--- config.mk ---
export PLATFORM = sky130hd
export DESIGN_NAME = jtframe_lfbuf_avl_ctrl
export DESIGN_NICKNAME = d
export VERILOG_FILES = /design/src/rtl/jtframe_lfbuf_avl_ctrl.sv
export SDC_FILE = /design/constraint.sdc
export NUM_CORES = 1
export LEC_CHECK = 0
export ABC_CLOCK_PERIOD_IN_PS = 2680
export BUFFER_PORTS_ARGS = -buffer_cell sky130_fd_sc_hd__buf_2
export CAP_MARGIN = 20
export CORE_AREA = 2 2 132 134
export DETAILED_ROUTE_END_ITERATION = 10
export DIE_AREA = 0 0 134 136
export GPL_ROUTABILITY_DRIVEN = 0
export SLEW_MARGIN = 15
export SYNTH_ARGS = -nofsm -noshare
export SYNTH_HDL_FRONTEND = slang
export SYNTH_SLANG_ARGS = --single-unit
--- constraint.sdc ---
create_clock -name clk -period 2.68 [get_ports clk]
set_input_delay 0.402 -clock clk [delete_from_list [all_inputs] [get_ports clk]]
set_output_delay 0.402 -clock clk [all_outputs]
set_load 0.01 [all_outputs]
--- src/rtl/jtframe_lfbuf_avl_ctrl.sv ---
// Line-buffer to Avalon-MM DDR bridge: stores a completed line RAM to DDR and
// fetches lines back into the display line RAM, double-buffered by frame.
module jtframe_lfbuf_avl_ctrl #(
  parameter int unsigned AW = 24,
  parameter int unsigned LW = 6,
  parameter int unsigned BL = 8
)(
  input  logic          clk,
  input  logic          rst,
  input  logic          vs,
  input  logic          wr_req,
  input  logic [7:0]    wr_row,
  input  logic          rd_req,
  input  logic [7:0]    rd_row,
  output logic [LW-1:0] lr_addr,
  input  logic [63:0]   lr_data,
  output logic [LW-1:0] lw_addr,
  output logic [63:0]   lw_data,
  output logic          lw_we,
  input  logic          avl_ready,
  output logic          avl_burstbegin,
  output logic [AW-1:0] avl_addr,
  output logic [3:0]    avl_size,
  output logic          avl_read_req,
  output logic          avl_write_req,
  output logic [63:0]   avl_wdata,
  output logic [7:0]    avl_be,
  input  logic [63:0]   avl_rdata,
  input  logic          avl_rdata_valid,
  input  logic          init_done,
  output logic          wr_done,
  output logic          rd_done,
  output logic          busy,
  output logic [7:0]    st_dout
);

  typedef enum logic [2:0] {WAIT_INIT, IDLE, WR_BURST, RD_CMD, RD_DATA} state_t;

  localparam logic [LW-1:0] BMASK = LW'(BL - 1);

  state_t        st;
  logic          frm, vs_l, cur_frm;
  logic [7:0]    cur_row, wr_row_l, rd_row_l;
  logic          wr_pend, rd_pend;
  logic [3:0]    wr_ovr, rd_ovr;
  logic [LW-1:0] cnt, cnt_nx;
  logic          cnt_last, burst_end, wr_acc, wr_drop, rd_drop;

  function automatic logic [AW-1:0] mk_addr(input logic f, input logic [7:0] r,
                                            input logic [LW-1:0] w);
    return AW'({f, r, w});
  endfunction

  assign cnt_nx    = cnt + LW'(1);
  assign cnt_last  = cnt == {LW{1'b1}};
  assign burst_end = (cnt_nx & BMASK) == '0;
  assign wr_acc    = (st == WR_BURST) && avl_write_req && avl_ready;
  assign wr_drop   = wr_req && (wr_pend || st == WR_BURST);
  assign rd_drop   = rd_req && (rd_pend || st == RD_CMD || st == RD_DATA);

  // Look-ahead read address keeps lr_data one word ahead of each accepted beat
  assign lr_addr   = cnt + LW'(wr_acc);
  assign avl_wdata = (st == WR_BURST) ? lr_data : '0;
  assign lw_we     = !rst && (st == RD_DATA) && avl_rdata_valid;
  assign lw_data   = lw_we ? avl_rdata : '0;
  assign lw_addr   = lw_we ? cnt : '0;
  assign avl_size  = 4'(BL);
  assign avl_be    = 8'hFF;
  assign st_dout   = {wr_ovr, rd_ovr};

  always_ff @(posedge clk) begin
    if (rst) begin
      st             <= WAIT_INIT;
      frm            <= 1'b0;
      vs_l           <= 1'b0;
      cur_frm        <= 1'b0;
      cur_row        <= '0;
      wr_row_l       <= '0;
      rd_row_l       <= '0;
      wr_pend        <= 1'b0;
      rd_pend        <= 1'b0;
      wr_ovr         <= '0;
      rd_ovr         <= '0;
      cnt            <= '0;
      avl_addr       <= '0;
      avl_burstbegin <= 1'b0;
      avl_read_req   <= 1'b0;
      avl_write_req  <= 1'b0;
      wr_done        <= 1'b0;
      rd_done        <= 1'b0;
      busy           <= 1'b0;
    end else begin
      vs_l    <= vs;
      wr_done <= 1'b0;
      rd_done <= 1'b0;
      if (vs && !vs_l) frm <= ~frm;

      // Request capture; duplicates are dropped and counted
      if (wr_req && !wr_drop) begin
        wr_pend  <= 1'b1;
        wr_row_l <= wr_row;
      end
      if (rd_req && !rd_drop) begin
        rd_pend  <= 1'b1;
        rd_row_l <= rd_row;
      end
      if (wr_drop && wr_ovr != 4'hF) wr_ovr <= wr_ovr + 4'd1;
      if (rd_drop && rd_ovr != 4'hF) rd_ovr <= rd_ovr + 4'd1;

      case (st)
        WAIT_INIT: if (init_done) st <= IDLE;
        IDLE: begin
          if (rd_pend) begin
            rd_pend        <= 1'b0;
            cur_row        <= rd_row_l;
            cur_frm        <= ~frm;
            cnt            <= '0;
            avl_addr       <= mk_addr(~frm, rd_row_l, '0);
            avl_read_req   <= 1'b1;
            avl_burstbegin <= 1'b1;
            busy           <= 1'b1;
            st             <= RD_CMD;
          end else if (wr_pend) begin
            wr_pend  <= 1'b0;
            cur_row  <= wr_row_l;
            cur_frm  <= frm;
            cnt      <= '0;
            avl_addr <= mk_addr(frm, wr_row_l, '0);
            busy     <= 1'b1;
            st       <= WR_BURST;
          end
        end
        WR_BURST: begin
          if (!avl_write_req) begin
            avl_write_req  <= 1'b1;
            avl_burstbegin <= 1'b1;
          end else if (avl_ready) begin
            cnt <= cnt_nx;
            if (cnt_last) begin
              avl_write_req  <= 1'b0;
              avl_burstbegin <= 1'b0;
              wr_done        <= 1'b1;
              busy           <= 1'b0;
              st             <= IDLE;
            end else begin
              avl_burstbegin <= burst_end;
              if (burst_end) avl_addr <= mk_addr(cur_frm, cur_row, cnt_nx);
            end
          end
        end
        RD_CMD: begin
          if (avl_ready) begin
            avl_read_req   <= 1'b0;
            avl_burstbegin <= 1'b0;
            st             <= RD_DATA;
          end
        end
        RD_DATA: begin
          if (avl_rdata_valid) begin
            cnt <= cnt_nx;
            if (burst_end) begin
              if (cnt_last) begin
                rd_done <= 1'b1;
                busy    <= 1'b0;
                st      <= IDLE;
              end else begin
                avl_addr       <= mk_addr(cur_frm, cur_row, cnt_nx);
                avl_read_req   <= 1'b1;
                avl_burstbegin <= 1'b1;
                st             <= RD_CMD;
              end
            end
          end
        end
        default: st <= WAIT_INIT;
      endcase
    end
  end

endmodule

== After elaboration in Yosys (flattened, before gate mapping) ==
Cells that the tools add are included.

* Add/subtract/negate cells: 4
* $mul: 0
* Div/mod/pow operators: 0
* Magnitude comparators: 0
* Eq/ne operators: 20
* Shift-type cells: 0
* Mux-type cells: 63
* Bitwise operators: 7
* Reductions and logical operators: 33

{| class="wikitable"
|+ Operators with widths
! kind !! count
|-
| $mux 24 || 9
|-
| $mux 64 || 2
|-
| $pmux 24 s3 || 1
|-
| $mux 6 || 6
|-
| $mux 1 || 28
|-
| $mux 3 || 9
|-
| $ne 2x2->1 const B || 11
|-
| $pmux 6 s3 || 1
|-
| $mux 8 || 2
|-
| $pmux 3 s5 || 1
|-
| $reduce_and 6->1 || 2
|-
| $logic_and 1x1->1 || 11
|-
| $reduce_and 9->1 || 1
|-
| $add 4x1->4 const B || 2
|-
| $ne 4x4->1 const B || 2
|-
| $reduce_and 8->1 || 1
|-
| $reduce_or 4->1 || 2
|-
| $not 1->1 || 7
|-
| $reduce_and 7->1 || 1
|-
| $add 6x1->6 || 1
|-
| $add 6x1->6 const B || 1
|-
| $eq 3x2->1 const B || 2
|-
| $eq 6x6->1 const B || 1
|-
| $logic_not 6->1 || 1
|-
| other kinds (14) || 22
|}

* Register bits after elaboration: 76
* Bits in latches: 0
* RAM bits: 0
* ROM bits: 0
* Input port bits: 152
* Output and inout bits: 191
* Memories kept: 0

== Longest topological paths before layout ==
Gate-level depths: netlist (run 1).

* Word-level depth: 9
* Depth in mapped cells: 9
* Depth with buffers taken out: 7

== Worst setup path after synthesis (run 1) ==
No wires, ideal clock.

* Kind: flip-flop to output port
* From: register st[1]
* To: output lr_addr[4]
* Data arrival time: 1.974 ns
* Data required time: 2.278 ns
* Slack: 0.304 ns
* Cell stages (with the launch flop): 10
* Path buffers: 2
* Cell sequence: dfxtp_1 -> buf_6 -> nor3b_2 -> clkbuf_1 -> nand3_1 -> inv_1 -> ha_1 -> ha_1 -> nand3_1 -> xnor2_1

* Cells in the longest elaborated chain, start to end: 4

{| class="wikitable"
|+ Ends and longest elaborated chain
! item !! line !! source
|-
| from (decl) || 41 || <nowiki>state_t st;</nowiki>
|-
| from (signal assigned) || 73 || <nowiki>st <= WAIT_INIT;</nowiki>
|-
| from (signal assigned) || 111 || <nowiki>WAIT_INIT: if (init_done) st <= IDLE;</nowiki>
|-
| from (signal assigned) || 122 || <nowiki>st <= RD_CMD;</nowiki>
|-
| $eq 3x2->1 || 57 || <nowiki>assign wr_acc = (st == WR_BURST) && avl_write_req && avl_ready;</nowiki>
|-
| $logic_and 1x1->1 (2 in a row) || 57 ||
|-
| $add 6x1->6 || 62 || <nowiki>assign lr_addr = cnt + LW'(wr_acc);</nowiki>
|-
| to (decl) || 15 || <nowiki>output logic [LW-1:0] lr_addr,</nowiki>
|}

Every way passes these cells.

== Worst setup path after layout (run 1) ==
* From: register st[2]
* To: output lw_data[62]

* Cells in the longest elaborated chain, start to end: 4

{| class="wikitable"
|+ Ends and longest elaborated chain
! item !! line !! source
|-
| $eq 3x3->1 || 64 || <nowiki>assign lw_we = !rst && (st == RD_DATA) && avl_rdata_valid;</nowiki>
|-
| $logic_and 1x1->1 (2 in a row) || 64 ||
|-
| $mux 64 || 65 || <nowiki>assign lw_data = lw_we ? avl_rdata : '0;</nowiki>
|-
| to (decl) || 18 || <nowiki>output logic [63:0] lw_data,</nowiki>
|}

Every way passes these cells.

==> impl_metrics.csv, run 1 <==
group,metric,value,unit
die,die_w,134,um
detailed_routing,drtAntennaViolNets,0,
die,start_util,0.259,
synthesis,ys_ff_latch,67,
hold_path,hold_path_end,"vs_l$_SDFF_PP0_",
hold_path,min_path_cells,2,
die,ios,343,
clocking,post_cts_buffers,0,
clocking,cts_made_buffers,9,
worst_setup_path,r2r.worst_path.cells,6,
sta,rsz0062_at_grt,"false",
worst_setup_path,cp.arrival,2.11,ns
worst_setup_path,max_stage_delay,0.49,ns
detailed_routing,drcViolationCount,0,
hold_path,worstHoldStart,"vs",
worst_setup_path,cp_top_family,"simple AND/OR/NAND/NOR gates",
clocking,cts.clk_slew.worst_paths,0.06,ns
worst_setup_path,reg2reg_from,"st[2]$_SDFFE_PP0P_",
detailed_routing,wl_per_cell,17.0,um
sta,fin_crit_sh,0.936,
layout,drive_gt1_frac,0.463,
grt,grt_antenna_before_repair,1,
pwr,fin_total_pwr,3.11,mW
detailed_routing,drt_iter0_markers,280,
clocking,clock-sinks,67,
worst_setup_path,startpoint_type,"register",
sta,relSlewSlack,0.395,
die,die_y,136,um
die,core,0.0169,sq mm
run,cap_violations,0,
pwr,vdd_drop_max,0.506,mV
synthesis,syn_inst,517,
layout,syn2layout_area_growth,46.4,%
die,dieArea,0.0182,sq mm
worst_setup_path,slowest_stage,"dfxtp_2",
sta,setup_violations,0,
clocking,cts-root-buf,"clkbuf_16",
layout,fill_cells,1770,
placed_design,port_buffers,321,
sta,final-hold-violation-count,0,
grt,grt_pass1_wl,24800,um
synthesis,yosysUniqueCellTypes,53,
clocking,cts_hold_buf,0,
grt,grt_start_max_net_pins,70,
synthesis,synth-edff-count,0,
outcome,status,"completed",
worst_setup_path,worst-endpoint-required,2.28,ns
sta,clock.fmax,0.399,GHz
synthesis,seq_area_frac_synth,0.307,
placed_design,hpwl,14500,um
worst_setup_path,worst-path-buf-inv,2,
worst_setup_path,cp_max_fo,19,
synthesis,syn_area,0.00437,sq mm
sta,period_minus_slack,2.51,ns
detailed_routing,routed_wl,17900,um
hold_path,hold_class,"input pin to register",
synthesis,ys.flop_type,"dfxtp_1",
synthesis,ys_warn_count,0,
detailed_routing,drt_pass1_iterations,5,
sta,skew,0.00984,ns
synthesis,syn_avg_cell_area,8.45,sq um
worst_setup_path,r2r-end,"avl_addr[8]$_SDFFE_PP0P_",
layout,utilization,0.379,
worst_setup_path,path_class,"register to primary output",
clocking,clk_latency,0.34,ns
synthesis,synthArstFlopShare,0,
detailed_routing,via_per_inst,4.36,
worst_setup_path,endpoint_kind,"primary output",
sta,tightest_slew,0.908,ns
sta,holdWs,0.286,ns
pwr,power_density,486,mW/mm^2
clocking,cts_buffer_depth,2,
pwr,leakage,3.44,nW
clocking,cts_tree,"built",
grt,grt_pass1_vias,4074,
die,rows,48,
sta,fin_setup_tns,0,ns
worst_setup_path,reg2reg_slack,0.52,ns
sta,report.final.slew_viol_count,0,
grt,grt-ovfl-total,0,
worst_setup_path,path_cells,"nand2b_1 -> or2_1 -> nor3b_4 -> buf_4 -> and2_1 -> buf_2",
layout,layout.nets,980,
clocking,cts_htree_levels,3,
detailed_routing,vias,4597,
grt,grtUsageTotal,0.183,
## power by group
group | total [mW] | switching, mW | internal [mW] | leakage (nW)
sequential | 1.12 | 0.0541 | 1.06 | 0.546
combinational | 0.848 | 0.453 | 0.395 | 2.76
clock | 1.14 | 0.442 | 0.702 | 0.142
total | 3.11 | 0.949 | 2.16 | 3.44
## cell usage in the layout, fill, tap and decap left out, types with 4 or more instances in the layout
master	count
nand3_1	20
ha_1	6
nor2_1	52
and2_1	134
o21ai_0	6
a21oi_1	22
xnor2_1	9
conb_1	21
xor2_1	4
mux2i_1	36
nand2b_1	12
buf_4	11
dfxtp_1	64
mux2_2	16
nor2b_1	6
inv_1	5
buf_2	321
clkbuf_16	9
nand2_1	8
## cells by family (layout without fill, tap and decap cells)
group,after synthesis,count (layout),synth area share
compound gates,54,54,0.0856
fa+ha+maj,6,6,0.0172
buf+inv,65,356,0.0936
mux,52,52,0.124
flops,67,67,0.307
xor+xnor,13,13,0.0261
other cells,2,24,0.00172
simple gates,258,258,0.345
## cells in the mapped netlist (2+ instances only)
| library cell | n | area, sq um |
|---|---|---|
| a2111oi_0 | 2 | 17.5 |
| a211oi_1 | 3 | 22.5 |
| a21oi_1 | 22 | 110 |
| a31oi_1 | 2 | 12.5 |
| and2_1 | 134 | 838 |
| and3_1 | 2 | 12.5 |
| and3b_1 | 2 | 17.5 |
| buf_1 | 2 | 7.51 |
| buf_2 | 6 | 30.0 |
| buf_4 | 24 | 180 |
| buf_6 | 9 | 101 |
| clkbuf_1 | 19 | 71.3 |
| conb_1 | 2 | 7.51 |
| dfxtp_1 | 67 | 1340 |
| ha_1 | 6 | 75.1 |
| inv_1 | 5 | 18.8 |
| mux2_2 | 16 | 180 |
| mux2i_1 | 36 | 360 |
| nand2_1 | 8 | 30.0 |
| nand2b_1 | 12 | 75.1 |
| nand3_1 | 20 | 100 |
| nor2_1 | 52 | 195 |
| nor2b_1 | 6 | 37.5 |
| nor3_1 | 3 | 15.0 |
| nor3b_1 | 2 | 15.0 |
| nor3b_4 | 2 | 37.5 |
| nor4_1 | 2 | 12.5 |
| o211ai_1 | 2 | 15.0 |
| o21ai_0 | 6 | 30.0 |
| o21ai_1 | 2 | 10.0 |
| o22ai_1 | 3 | 18.8 |
| o2bb2ai_1 | 2 | 17.5 |
| o31ai_1 | 2 | 15.0 |
| or3_1 | 3 | 18.8 |
| or4_1 | 2 | 15.0 |
| xnor2_1 | 9 | 78.8 |
| xor2_1 | 4 | 35.0 |
## final cells by class
class | count | area [sq um] | area share
antenna | 3 | 7.51 | 0.00117
clock inverter | 3 | 21.3 | 0.00333
sequential | 67 | 1350 | 0.210
clock buffer | 13 | 270 | 0.0423
timing repair buffer | 335 | 1750 | 0.274
tap | 225 | 282 | 0.0440
multi-input combinational | 404 | 2700 | 0.422
inverter | 5 | 18.8 | 0.00293
## per-stage QoR
stage | cells | area, sq um | setup slack (ns)
after floorplan | 536 | 4440 | 0.304
after global placement | 1036 | 6090 | 0.394
after detailed placement | 1036 | 6090 | 0.350
after CTS | 1052 | 6380 | 0.0868
after global routing | 1052 | 6390 | 0.0370
final | 1055 | 6390 | 0.171
## worst max-delay path by stage
stage	from	end	slack, ns	depth (start not counted)
final	st[2]$_SDFFE_PP0P_	lw_data[62]	0.17	6
after global routing	st[2]$_SDFFE_PP0P_	lw_data[55]	0.04	6
after CTS	st[1]$_SDFFE_PP0P_	lr_addr[4]	0.09	8
after detailed placement	st[2]$_SDFFE_PP0P_	lw_data[62]	0.35	6
after global placement	st[2]$_SDFFE_PP0P_	lw_data[48]	0.39	6
after floorplan	st[1]$_SDFFE_PP0P_	lr_addr[4]	0.30	9
## worst reg2reg max path, stage by stage, from the launching register on
cell	delay, ns
dfxtp_2	0.40
nand2b_1	0.23
a21oi_1	0.75
a211oi_2	0.20
buf_12	0.22
mux2i_1	0.16
nor2_1	0.05
## registers in the layout (all words and copies together), names as in the netlist, 3 cells and up
name,flops
wr_row_l,8
st,3
rd_row_l,8
avl_addr,15
wr_ovr,4
cur_row,8
rd_ovr,4
cnt,6
## routing by layer
layer | global-route usage | vias up | wire, um
met1 | 0.273 | 2098 | 8710
met2 | 0.258 | 202 | 7630
met3 | 0.0593 | 8 | 1470
met5 | 0 | - | 13
li1 | - | 2287 | -
met4 | 0.0290 | 2 | 103
## repair_timing
action | in CTS | in global routing
gates resized for setup | 1 | 2
gates cloned | 0 | 0
hold endpoints to repair | 0 | 0
setup endpoints to repair | 41 | 1
No activity file was read; power rests on OpenSTA's default activity.
==> run 2, diff against run 1 <==
--- a/config.mk
+++ b/config.mk
@@ -12,6 +12,7 @@
 export DETAILED_ROUTE_END_ITERATION = 10
 export DIE_AREA = 0 0 134 136
 export GPL_ROUTABILITY_DRIVEN = 0
+export RECOVER_POWER = 50
 export SLEW_MARGIN = 15
 export SYNTH_ARGS = -nofsm -noshare
 export SYNTH_HDL_FRONTEND = slang
==> impl_metrics.csv, run 2 (synthesized netlist as in run 1, its figures left out) <==
group,metric,value,unit
outcome,status,"completed",
sta,clock.fmax,0.399,GHz
worst_setup_path,cp.arrival,2.11,ns
worst_setup_path,slowest_stage,"dfxtp_2",
clocking,cts-root-buf,"clkbuf_16",
sta,report.final.slew_viol_count,0,
die,die_w,134,um
die,dieArea,0.0182,sq mm
detailed_routing,vias,4596,
sta,final-hold-violation-count,0,
worst_setup_path,path_class,"register to primary output",
clocking,cts_tree,"built",
detailed_routing,drt_iter0_markers,298,
worst_setup_path,worst-endpoint-required,2.28,ns
layout,syn2layout_area_growth,43.7,%
layout,layout.nets,980,
placed_design,hpwl,14500,um
die,rows,48,
hold_path,hold_class,"input pin to register",
sta,skew,0.0111,ns
clocking,cts_made_buffers,9,
grt,grt_pass1_vias,4074,
grt,grt_antenna_before_repair,1,
clocking,cts.clk_slew.worst_paths,0.06,ns
worst_setup_path,path_cells,"nand2b_1 -> or2_1 -> nor3b_4 -> buf_4 -> and2_1 -> buf_2",
sta,fin_setup_tns,0,ns
layout,stdcell_area,0.00628,sq mm
die,ios,343,
detailed_routing,wl_per_cell,17.0,um
worst_setup_path,endpoint_kind,"primary output",
grt,grt_pass1_wl,24800,um
grt,grt_start_max_net_pins,70,
detailed_routing,routed_wl,17900,um
pwr,vdd_drop_max,0.509,mV
worst_setup_path,startpoint_type,"register",
detailed_routing,drtAntennaViolNets,0,
pwr,leakage,3.14,nW
placed_design,port_buffers,321,
detailed_routing,via_per_inst,4.36,
clocking,clock-sinks,67,
detailed_routing,drcViolationCount,0,
pwr,power_density,491,mW/mm^2
detailed_routing,drt_pass1_iterations,4,
clocking,cts_buffer_depth,2,
layout,largest_reg_flops,15,
grt,grt-ovfl-total,0,
die,core,0.0169,sq mm
sta,tightest_slew,1.42,ns
worst_setup_path,cp_max_fo,19,
sta,relSlewSlack,0.0562,
worst_setup_path,max_stage_delay,0.49,ns
layout,drive_gt1_frac,0.376,
layout,regArea,0.00135,sq mm
die,die_y,136,um
layout,largest-register,"avl_addr",
clocking,cts_htree_levels,3,
layout,multi_input_area,0.00268,sq mm
sta,rsz0062_at_grt,"false",
sta,fin_crit_sh,0.935,
grt,grtUsageTotal,0.183,
clocking,clk_latency,0.34,ns
layout,layout_common_cells,"buf_2, and2_1, clkbuf_1, dfxtp_1, nor2_1",
sta,period_minus_slack,2.51,ns
layout,fill_cells,1799,
sta,setup_violations,0,
run,cap_violations,0,
layout,mostFrequentLayoutCell,"buf_2",
die,start_util,0.259,
placed_design,placed_area,0.00609,sq mm
run 2: cell types whose count changed in the layout (fill, tap and decap cells not counted), moves of 2 or more:
cell      previous run  this run
clkbuf_1             1        68
buf_2              321       255
and2_0               0         3
and2_1             134       131
buf_4               11         9
run 2: worst paths after layout:
check	to	from	depth (start not counted)	slack, ns
setup / recovery	lw_data[62]	st[2]$_SDFFE_PP0P_	6	0.17
hold / removal	vs_l$_SDFF_PP0_	vs	2	0.28
setup reg to reg	cnt[5]$_SDFFE_PP0P_	st[0]$_SDFFE_PP0P_	6	0.28
hold reg to reg	avl_addr[3]$_SDFFE_PP0P_	avl_addr[3]$_SDFFE_PP0P_	2	0.48
run 2: routing by layer:
layer | track usage | vias to the layer above | part of all wire
met5 | 0 | - | 0.00072
li1 | - | 2291 | -
met2 | 0.258 | 191 | 0.42
met4 | 0.0290 | 2 | 0.0054
met1 | 0.273 | 2104 | 0.48
met3 | 0.0593 | 8 | 0.090
run 2: through the flow:
step | std cells | hold WS, ns | utilization | setup WS (ns) | power (mW)
floorplan | 536 | 0.456 | - | 0.304 | 1.67
global placement | 1036 | 0.457 | 0.361 | 0.394 | 1.99
detailed placement | 1036 | 0.468 | 0.361 | 0.350 | 1.98
CTS | 1052 | 0.274 | 0.378 | 0.0868 | 3.15
global route | 1052 | 0.287 | 0.372 | 0.0413 | 3.25
finish | 1054 | 0.285 | 0.372 | 0.173 | 3.08
run 2: area by class of cell:
| type | instances | area share |
|---|---|---|
| repair buffers | 335 | 0.265 |
| clock buffers | 13 | 0.0431 |
| well taps | 225 | 0.0448 |
| flip-flops and latches | 67 | 0.214 |
| multi-input cells | 404 | 0.426 |
| inverters | 5 | 0.00299 |
| diodes | 2 | 0.000797 |
| clock inverters | 3 | 0.00339 |
run 2: power by group:
group          switching (mW)  internal, mW
logic                   0.452         0.370
clock network           0.444         0.702
registers              0.0542          1.06
run 2: worst max-delay path: cells and delay by family, from the launching register on:
kind / cells / cell delay (ns)
and+or+nand+nor: 4 / 0.89
buffers and inverters: 2 / 0.38
DFF: 1 / 0.49
run 2: repair_timing:
action | 4_1_cts | 5_1_grt
endpoints found under the setup margin | 41 | 1
setup buffers | 0 | 0
hold buffers | 0 | 0
pin swaps | 0 | 0
resized for setup | 1 | 2
==> run 3, diff against run 2 <==
==> constraint.sdc (replaced) <==
create_clock -name clk -period 2.68 [get_ports clk]
set_input_delay 0.402 -clock clk [delete_from_list [all_inputs] [get_ports clk]]
set_output_delay 0.402 -clock clk [all_outputs]
set_load 0.005 [all_outputs]
==> impl_metrics.csv, run 3 (synthesized netlist as in run 1, its figures left out) <==
group,metric,value,unit
grt,grt_start_max_net_pins,70,
worst_setup_path,cp_max_fo,17,
layout,largest-register,"avl_addr",
placed_design,hpwl,14600,um
die,ios,343,
layout,largest_reg_flops,15,
layout,fill_cells,1832,
sta,rsz0062_at_grt,"false",
layout,multi_input_area,0.00268,sq mm
grt,grt_antenna_before_repair,2,
pwr,vdd_drop_max,0.336,mV
sta,tightest_slew,1.41,ns
clocking,clock-sinks,67,
die,dieArea,0.0182,sq mm
detailed_routing,vias,4626,
hold_path,hold_class,"input pin to register",
worst_setup_path,worst-endpoint-required,2.28,ns
sta,report.final.slew_viol_count,0,
grt,grtUsageTotal,0.182,
clocking,cts_hold_buf,0,
clocking,cts_tree,"built",
clocking,cts_htree_levels,3,
placed_design,placed_area,0.00608,sq mm
detailed_routing,wl_per_cell,17.3,um
sta,period_minus_slack,2.49,ns
sta,clock.fmax,0.402,GHz
worst_setup_path,path_class,"register to primary output",
pwr,leakage,3.19,nW
worst_setup_path,endpoint_kind,"primary output",
grt,grt_pass1_wl,24600,um
clocking,cts_made_buffers,9,
sta,setup_violations,0,
sta,fin_crit_sh,0.929,
layout,layout.nets,979,
detailed_routing,drtAntennaViolNets,0,
layout,drive_gt1_frac,0.388,
die,core,0.0169,sq mm
placed_design,port_buffers,321,
sta,skew,0.00944,ns
die,die_w,134,um
die,die_y,136,um
sta,final-hold-violation-count,0,
outcome,status,"completed",
worst_setup_path,startpoint_type,"register",
clocking,clk_latency,0.33,ns
die,start_util,0.259,
layout,stdcell_area,0.00627,sq mm
layout,mostFrequentLayoutCell,"buf_2",
layout,layout_common_cells,"buf_2, and2_1, dfxtp_1, clkbuf_1, nor2_1",
pwr,power_density,488,mW/mm^2
sta,fin_setup_tns,0,ns
detailed_routing,drt_pass1_iterations,4,
run,cap_violations,0,
die,rows,48,
layout,regArea,0.00135,sq mm
detailed_routing,routed_wl,18100,um
sta,relSlewSlack,0.0586,
grt,grt_pass1_vias,3966,
detailed_routing,via_per_inst,4.41,
detailed_routing,drcViolationCount,0,
clocking,cts-root-buf,"clkbuf_16",
clocking,cts.clk_slew.worst_paths,0.05,ns
grt,grt-ovfl-total,0,
clocking,cts_buffer_depth,2,
layout,syn2layout_area_growth,43.6,%
detailed_routing,drt_iter0_markers,229,
worst_setup_path,cp.arrival,2.09,ns
## run 3: layout make-up
cell class,instances,area share
inverter,5,0.00299
clock inverter,2,0.00598
multi-input combinational,404,0.426
antenna,1,0.000399
tap,225,0.0449
clock buffer,12,0.0393
timing repair buffer,334,0.266
sequential,67,0.214
## run 3: stage by stage
| stage | power, mW | setup slack (ns) | utilization | hold WS (ns) | std cells |
|---|---|---|---|---|---|
| floorplan | 1.62 | 0.381 | - | 0.456 | 536 |
| global placement | 1.94 | 0.414 | 0.361 | 0.457 | 1035 |
| detailed placement | 1.94 | 0.367 | 0.361 | 0.457 | 1035 |
| CTS | 3.13 | 0.0890 | 0.377 | 0.275 | 1049 |
| global route | 3.21 | 0.0279 | 0.372 | 0.288 | 1049 |
| finish | 3.06 | 0.190 | 0.372 | 0.293 | 1050 |
## run 3: timing repair
item / CTS / global route
endpoints found under the setup margin: 23 / 1
buffers inserted: 0 / 0
resized for setup: 1 / 2
hold endpoints to repair: 0 / 0
pin swaps: 0 / 0
## run 3: path summary, 6_finish.rpt
kind                                          startpoint                        to  slack, ns  cells past startpoint
worst min-delay path                                  vs           vs_l$_SDFF_PP0_       0.29                      2
worst max register to register        st[1]$_SDFFE_PP0P_       cnt[5]$_SDFFE_PP0P_       0.24                      6
worst max-delay path                  st[2]$_SDFFE_PP0P_               lw_data[56]       0.19                      6
worst min register to register  avl_addr[3]$_SDFFE_PP0P_  avl_addr[3]$_SDFFE_PP0P_       0.47                      2
## run 3: metal layers
| layer | GRT usage | vias up | share of wire |
|---|---|---|---|
| li1 | - | 2274 | - |
| met1 | 0.271 | 2146 | 0.46 |
| met2 | 0.261 | 200 | 0.44 |
| met3 | 0.0582 | 4 | 0.10 |
| met4 | 0.0213 | 2 | 0.00050 |
| met5 | 0 | - | 0.00072 |
## run 3: critical path, stage by stage (launching register included)
cell and delay, ns:
dfxtp_2 0.49, nand2b_1 0.13, or2_1 0.32, nor3b_4 0.29
buf_4 0.26, and2_1 0.16, buf_2 0.12
## run 3: power by group
part	leakage (nW)	internal, mW	switching, mW
Clock	0.135	0.736	0.425
Sequential	0.546	1.06	0.0599
Combinational	2.51	0.365	0.411
Total	3.19	2.16	0.896
